===== src/rtl/fifo_rr_arbiter.sv =====
// Round-robin read scheduler: drains N FIFO channels into a single registered
// valid/ready output stage tagged with the source channel id. Each grant is held
// for at most BURST pops, or until the granted channel runs empty.
//
// Optional feature, compile-time macro ARB_PRIO_EN:
//   defined   - channel 0 wins every grant decision it requests. A channel-0 burst
//               that was not also the round-robin choice leaves the pointer alone.
//   undefined - pure round-robin, no special treatment of channel 0.
module fifo_rr_arbiter #(
  parameter int unsigned N     = 4,
  parameter int unsigned size  = 8,
  parameter int unsigned BURST = 4
) (
  input  logic                 clk,
  input  logic                 rst,
  input  logic                 en,
  input  logic [N-1:0]         fifo_empty,
  input  logic [N*size-1:0]    fifo_data,
  output logic [N-1:0]         fifo_enr,
  output logic [size-1:0]      out_data,
  output logic [$clog2(N)-1:0] out_ch,
  output logic                 out_valid,
  input  logic                 out_ready,
  output logic                 busy,
  output logic [$clog2(N)-1:0] grant_id
);

  localparam int unsigned IdW  = $clog2(N);
  localparam int unsigned CntW = $clog2(BURST + 1);

  typedef enum logic [0:0] {StIdle, StBurst} state_e;

  state_e          r_state;
  logic            r_busy;
  logic [IdW-1:0]  r_rr_ptr;
  logic [IdW-1:0]  r_grant_id;
  logic [CntW-1:0] r_cnt;
  logic            r_out_valid;
  logic [size-1:0] r_out_data;
  logic [IdW-1:0]  r_out_ch;

  logic            w_rr_found;
  logic [IdW-1:0]  w_rr_choice;
  logic [IdW-1:0]  w_pick;
  logic            w_rr_adv;
  logic            w_grant_empty;
  logic [size-1:0] w_head;
  logic            w_pop;
  logic            w_last_pop;
  logic            w_exit;
  logic [IdW-1:0]  w_next_id;

  assign w_grant_empty = fifo_empty[r_grant_id];
  assign w_head        = fifo_data[r_grant_id*size +: size];

  // A pop needs data at the head and room in the output register.
  assign w_pop      = (r_state == StBurst) && !w_grant_empty && (!r_out_valid || out_ready);
  assign w_last_pop = w_pop && (r_cnt == CntW'(BURST - 1));
  assign w_exit     = (r_state == StBurst) && (w_last_pop || w_grant_empty);

  // Explicit wrap so non-power-of-two N never lands on an unused id.
  assign w_next_id = (r_grant_id == IdW'(N - 1)) ? '0 : r_grant_id + IdW'(1);

  // Round-robin search: first non-empty channel starting at the pointer.
  always_comb begin
    int unsigned idx;
    w_rr_found  = 1'b0;
    w_rr_choice = r_rr_ptr;
    for (int unsigned k = 0; k < N; k++) begin
      idx = 32'(r_rr_ptr) + k;
      if (idx >= N) begin
        idx = idx - N;
      end
      if (!w_rr_found && !fifo_empty[IdW'(idx)]) begin
        w_rr_found  = 1'b1;
        w_rr_choice = IdW'(idx);
      end
    end
  end

`ifdef ARB_PRIO_EN
  logic r_rr_adv;
  logic w_rr_adv_new;

  // Channel 0 overrides the round-robin choice whenever it has data.
  assign w_pick       = !fifo_empty[0] ? '0 : w_rr_choice;
  // Only advance the pointer if this grant is what round-robin would have picked.
  assign w_rr_adv_new = fifo_empty[0] || (w_rr_choice == '0);
  assign w_rr_adv     = r_rr_adv;

  // Remember at grant time whether the burst's exit should move the pointer.
  always_ff @(posedge clk or posedge rst) begin
    if (rst) begin
      r_rr_adv <= 1'b1;
    end else if ((r_state == StIdle) && en && w_rr_found) begin
      r_rr_adv <= w_rr_adv_new;
    end
  end
`else
  assign w_pick   = w_rr_choice;
  assign w_rr_adv = 1'b1;
`endif

  // Pop strobe is combinational: at most the granted channel, only on a real pop.
  always_comb begin
    fifo_enr = '0;
    if (w_pop) begin
      fifo_enr[r_grant_id] = 1'b1;
    end
  end

  // Grant FSM with registered busy, grant id, burst counter and output stage.
  always_ff @(posedge clk or posedge rst) begin
    if (rst) begin
      r_state     <= StIdle;
      r_busy      <= 1'b0;
      r_rr_ptr    <= '0;
      r_grant_id  <= '0;
      r_cnt       <= '0;
      r_out_valid <= 1'b0;
      r_out_data  <= '0;
      r_out_ch    <= '0;
    end else begin
      // Output register: load on pop, drain on accept, otherwise hold.
      if (w_pop) begin
        r_out_data  <= w_head;
        r_out_ch    <= r_grant_id;
        r_out_valid <= 1'b1;
      end else if (out_ready) begin
        r_out_valid <= 1'b0;
      end

      case (r_state)
        StIdle: begin
          if (en && w_rr_found) begin
            r_grant_id <= w_pick;
            r_cnt      <= '0;
            r_busy     <= 1'b1;
            r_state    <= StBurst;
          end
        end
        StBurst: begin
          if (w_pop) begin
            r_cnt <= r_cnt + CntW'(1);
          end
          // en is deliberately ignored here: a running burst always completes.
          if (w_exit) begin
            r_busy  <= 1'b0;
            r_state <= StIdle;
            if (w_rr_adv) begin
              r_rr_ptr <= w_next_id;
            end
          end
        end
        default: begin
          r_busy  <= 1'b0;
          r_state <= StIdle;
        end
      endcase
    end
  end

  assign out_data  = r_out_data;
  assign out_ch    = r_out_ch;
  assign out_valid = r_out_valid;
  assign busy      = r_busy;
  assign grant_id  = r_grant_id;

endmodule


===== config.mk =====
export PLATFORM = sky130hd
export DESIGN_NAME = fifo_rr_arbiter
export DESIGN_NICKNAME = d
export VERILOG_FILES = /design/src/rtl/fifo_rr_arbiter.sv
export SDC_FILE = /design/constraint.sdc
export NUM_CORES = 1
export LEC_CHECK = 0
export ABC_AREA = 1
export CAP_MARGIN = 20
export CORE_MARGIN = 1.5
export CORE_UTILIZATION = 39
export CTS_CLUSTER_DIAMETER = 60
export DETAILED_ROUTE_END_ITERATION = 16
export PLACE_DENSITY = 0.76
export SKIP_CTS_REPAIR_TIMING = 1
export SYNTH_ARGS = -nofsm -noshare
export SYNTH_HDL_FRONTEND = slang
export SYNTH_SLANG_ARGS = --single-unit

===== constraint.sdc =====
create_clock -name clk -period 1.9 [get_ports clk]
set_input_delay 0.57 -clock clk [delete_from_list [all_inputs] [get_ports clk]]
set_output_delay 0.57 -clock clk [all_outputs]
set_load 0.01 [all_outputs]

# Yosys cells after proc, flatten, opt, wreduce, memory -nomap -nowiden
# Index checks and enable logic that the tools add are counted.
[totals]
regBits = 20
latch_bits = 0
ramBits = 0
rom_bits = 0
mem_count = 0
[classes]
n_addsub = 9
n_mul = 0
div = 0
order_cmp = 10
n_eq_ne = 5
shifts = 1
mux = 37
n_bitwise = 1
n_reduce_logical = 23
[op_table]
columns = ["cell", "count"]
rows = [
  ["variable part select 32 x 6 -> 8 bit", 1],
  ["two-way mux 2 bit", 9],
  ["two-way mux 1 bit", 16],
  ["less-than comparator 2 x 3 -> 1 bit (second input constant)", 5],
  ["binary-select mux 1 bit (select 2 bit)", 5],
  ["greater-or-equal comparator 3 bit (second input constant)", 3],
  ["logical AND 1 bit", 9],
  ["AND reduction 2 bit", 4],
  ["subtractor 2 x 1 -> 2 bit (second input constant)", 4],
  ["logical NOT 1 bit", 7],
  ["adder 2 x 2 -> 3 bit (second input constant)", 2],
  ["two-way mux 3 bit", 2],
  ["case mux 3 bit (2 select lines)", 1],
  ["two-way mux 4 bit", 1],
  ["!= test 2 x 1 -> 1 bit (second input constant)", 2],
  ["case mux 1 bit (2 select lines)", 2],
  ["adder 2 x 1 -> 3 bit (second input constant)", 1],
  ["adder 3 x 1 -> 3 bit (second input constant)", 1],
  ["equality test 3 x 2 -> 1 bit (second input constant)", 1],
  ["greater-or-equal comparator 2 x 3 -> 1 bit (second input constant)", 1],
  ["adder 2 x 1 -> 2 bit (second input constant)", 1],
  ["demux 1 bit (select 2 bit)", 1],
  ["equality test 2 bit (second input constant)", 1],
  ["greater-or-equal comparator 2 x 1 -> 1 bit (second input constant)", 1],
  ["4 further kinds", 5],
]

# Depth between registers and ports, before layout
[depth]
depth_word = 17
mapped_depth = 14
mapped_depth_nobuf = 14

# Worst setup path after synthesis
# Ideal clock, no wire load.
[synth_timing]
path_type = "input to output"
startpoint = "in fifo_empty[2]"
endpoint = "out fifo_enr[0]"
arrival_ps = 1452
slack_ps = -122
cell_stages = 8
n_path_buf = 1
path_cell_list = "o21ai_0 > a21oi_1 > a21oi_2 > nand2_1 > nor2_2 > inv_2 > buf_2 > nor2_1"
[synth_between]
elab_chain_len = 6
[synth_rtl]
columns = ["element", "line", "text"]
rows = [
  ["from (decl)", "17", "input logic [N-1:0] fifo_empty,"],
  ["binary-select mux 1 bit (select 2 bit)", "53", "assign w_grant_empty = fifo_empty[r_grant_id];"],
  ["two-way mux 1 bit (implied by the code)", "53", ""],
  ["logical NOT 1 bit", "57", "assign w_pop = (r_state == StBurst) && !w_grant_empty && (!r_out_valid || out_ready);"],
  ["logical AND 1 bit (2 in a row)", "57", ""],
  ["two-way mux 4 bit", "107", "if (w_pop) begin"],
  ["to (decl)", "19", "output logic [N-1:0] fifo_enr,"],
]
# Every way passes these cells. The select of a mux whose other input is x is not followed.

# Worst setup path in the final report
[layout_timing]
startpoint = "in out_ready"
endpoint = "out fifo_enr[0]"
[layout_between]
elab_chain_len = 3
[layout_rtl]
columns = ["element", "line", "text"]
rows = [
  ["from (decl)", "23", "input logic out_ready,"],
  ["logical OR 1 bit", "57", ""],
  ["logical AND 1 bit", "57", ""],
  ["two-way mux 4 bit", "107", ""],
]
# Every way passes these cells.

==> impl_metrics.ini <==
[logic_synthesis]
ys_seq_area_frac = 0.347
synth_edf_count = 0
syn_nets = 259
synth_seq_cells = 20
synth.area.top_cells = dfrtp_1, nand2_1, o21ai_0
yosys_warnings = 0
synth.avg_cell_area_sq_um = 6.77
yosys.area.top_type_share = 0.347
synth_ff_type = dfrtp_1
synth_top_cell_by_area = dfrtp_1
ys_types = 26
synth-async-reset-ratio = 1.00
netlist_instances = 213
synth_area_sq_mm = 0.00144

[routing]
post_drt_via_cell_ratio = 4.73
routed_wl_um = 3770
drc = 0
drt_iter0_drc = 51
maxUsedRoutingLayer = met4
ant_nets = 0
met2_length_um = 1900
first_pass_iters = 4
via_count = 1562
wire_per_inst_um = 11.4
route.met3.wl_um = 256
drt-met1-wl_um = 1560

[timing]
final_hold_viol_count = 0
period_needed_ns = 2.21
period_share = 1.16
setup_tns_ns = -1.34
max_freq_mhz = 452
setup_viol = 5
drv_slew = 0
tightest_slew_ns = 0.383
maxSlewHeadroom = 0.743
finClkSkew_ns = 0.00392
fin_ws_ns = -0.312
hold_ws_ns = 0.472
rsz0062_at_grt = true

[critical_path]
max_stage_delay_ns = 0.45
path_max_fanout = 5
arrival_ns = 1.64
path_buf_inv = 5
crit_path_end_kind = output pin
path_delay_family = buffers and inverters
startpoint = out_ready
r2r-start = grant_id[0]
cpMaxStageDelayCell = clkdlybuf4s50_1
worst_path_most_repeated_cell = nor2_4
startpoint_type = input pin
critical_path.cell_chain = clkdlybuf4s50_1, inv_1, nand2_2, inv_2, nor2_4, clkinv_4, nor2_4, buf_6
path_class = in2out
required_ns = 1.33

[place]
gp_congestion = 0.876
dpl_cell_area_sq_mm = 0.00218
port_buffers = 57
hpwl_um = 2930

[flow_run]
maxCapViolations = 0

[worst_hold_path]
hold_path_class = reg2reg
hold_path_startpoint = out_data[4]

[pwr]
vdd_drop_max_uv = 581
cellPowerDensity_mw_per_mm2 = 1510
total_power_w = 0.00346
p_leak_nw = 1.13

[global_route]
grt_overflow = 0
grt_use_total = 0.200
grt_max_degree = 21
first_global_vias = 1568
grt_pass1_wl_um = 6520
antenna_found_initial = 0

[clock_network]
clk_path_buf_depth = 2
clkTransAtPathRegs_ns = 0.08
clockRootBuffer = clkbuf_8
numCtsBuffers = 3
cts.sinks = 20
clk_latency_ns = 0.26
htree_num_levels = 1
cts_tree = done

[final_layout]
final_common_cell = nand2_1
drive_above_1_share = 0.222
final.fill_count = 310
final_util = 0.664
final_cell_mix = nand2_1, clkdlybuf4s50_1, o21ai_0
finalNetCount = 331
final_area_sq_mm = 0.00229
area_delta_synth_final_pct = 58.7
n_antenna_cell = 0
multi_input_area_sq_um = 850
regArea_sq_um = 503

[run_status]
outcome = finished with violations
violations = setup timing

[floorplan]
initial_core_util = 0.419
die_w_um = 63.8
coreArea_sq_mm = 0.00344
die_y_um = 63.8
die-area_sq_mm = 0.00407
io_pins = 58
std_cell_rows = 21
==> through the flow <==
stage | std cells | setup WS (ns)
final | 330 | -0.312
after global routing | 330 | -0.372
after CTS | 328 | -0.971
after detailed placement | 324 | -0.963
after global placement | 324 | -0.912
after floorplan | 213 | -0.0134
==> worst paths after layout <==
path	to	slack [ns]	cells after the start
worst max-delay path	fifo_enr[0]	-0.31	8
worst min-delay path	out_data[4]	0.47	2
worst max register to register	r_cnt[0]	0.19	9
worst min register to register	out_data[4]	0.47	2
max in group asynchronous	r_rr_ptr[0]	1.04	3
min in group asynchronous	out_data[6]	0.63	3
==> worst min-delay path: stages (launching register included) <==
cell and delay [ns]:
dfrtp_1 0.35, nand2_1 0.05, nand2_1 0.05
==> logic make-up (layout without fill, tap and decap cells) <==
kind of cell             after synthesis  after routing  synth area share
buffers and inverters                 33            104            0.0963
adder cells (fa/ha/maj)                6              6            0.0521
flip-flops                            20             20             0.347
XOR/XNOR                               1              1           0.00608
AND/OR/NAND/NOR                      114            114             0.339
AO/OA/AOI/OAI                         39             39             0.160
==> cell usage after synthesis, drive strengths merged, types with 2 or more instances <==
| master | count |
|---|---|
| buf | 5 |
| nand2 | 80 |
| o22ai | 8 |
| dfrtp | 20 |
| nor2 | 24 |
| nand3 | 7 |
| inv | 23 |
| or2 | 2 |
| o21ai | 27 |
| clkbuf | 4 |
| a21oi | 3 |
| ha | 6 |
==> cell type report <==
type,count,share of cell area
clock buffer,4,0.0241
inverter,24,0.0416
multi-input combinational,160,0.371
sequential,20,0.220
tap,46,0.0252
timing repair buffer,76,0.318
==> state kept, by name (all words and copies together) (netlist names) <==
register / cells
busy: 1
out_ch: 2
out_valid: 1
r_state: 1
out_data: 8
grant_id: 2
r_rr_ptr: 2
r_cnt: 3
==> power breakdown <==
part,leakage [nW],internal [W],switching [W]
clock network,0.0288,0.000184,0.000140
logic,0.851,0.00104,0.00130
registers,0.247,0.000635,0.000163
==> per-layer routing <==
| metal | global-route usage | up-vias |
|---|---|---|
| li1 | - | 808 |
| met1 | 0.224 | 698 |
| met2 | 0.370 | 50 |
| met3 | 0.0528 | 6 |
| met4 | 0.0571 | 0 |
| met5 | 0 | - |
(Power assumes the default switching activity.)
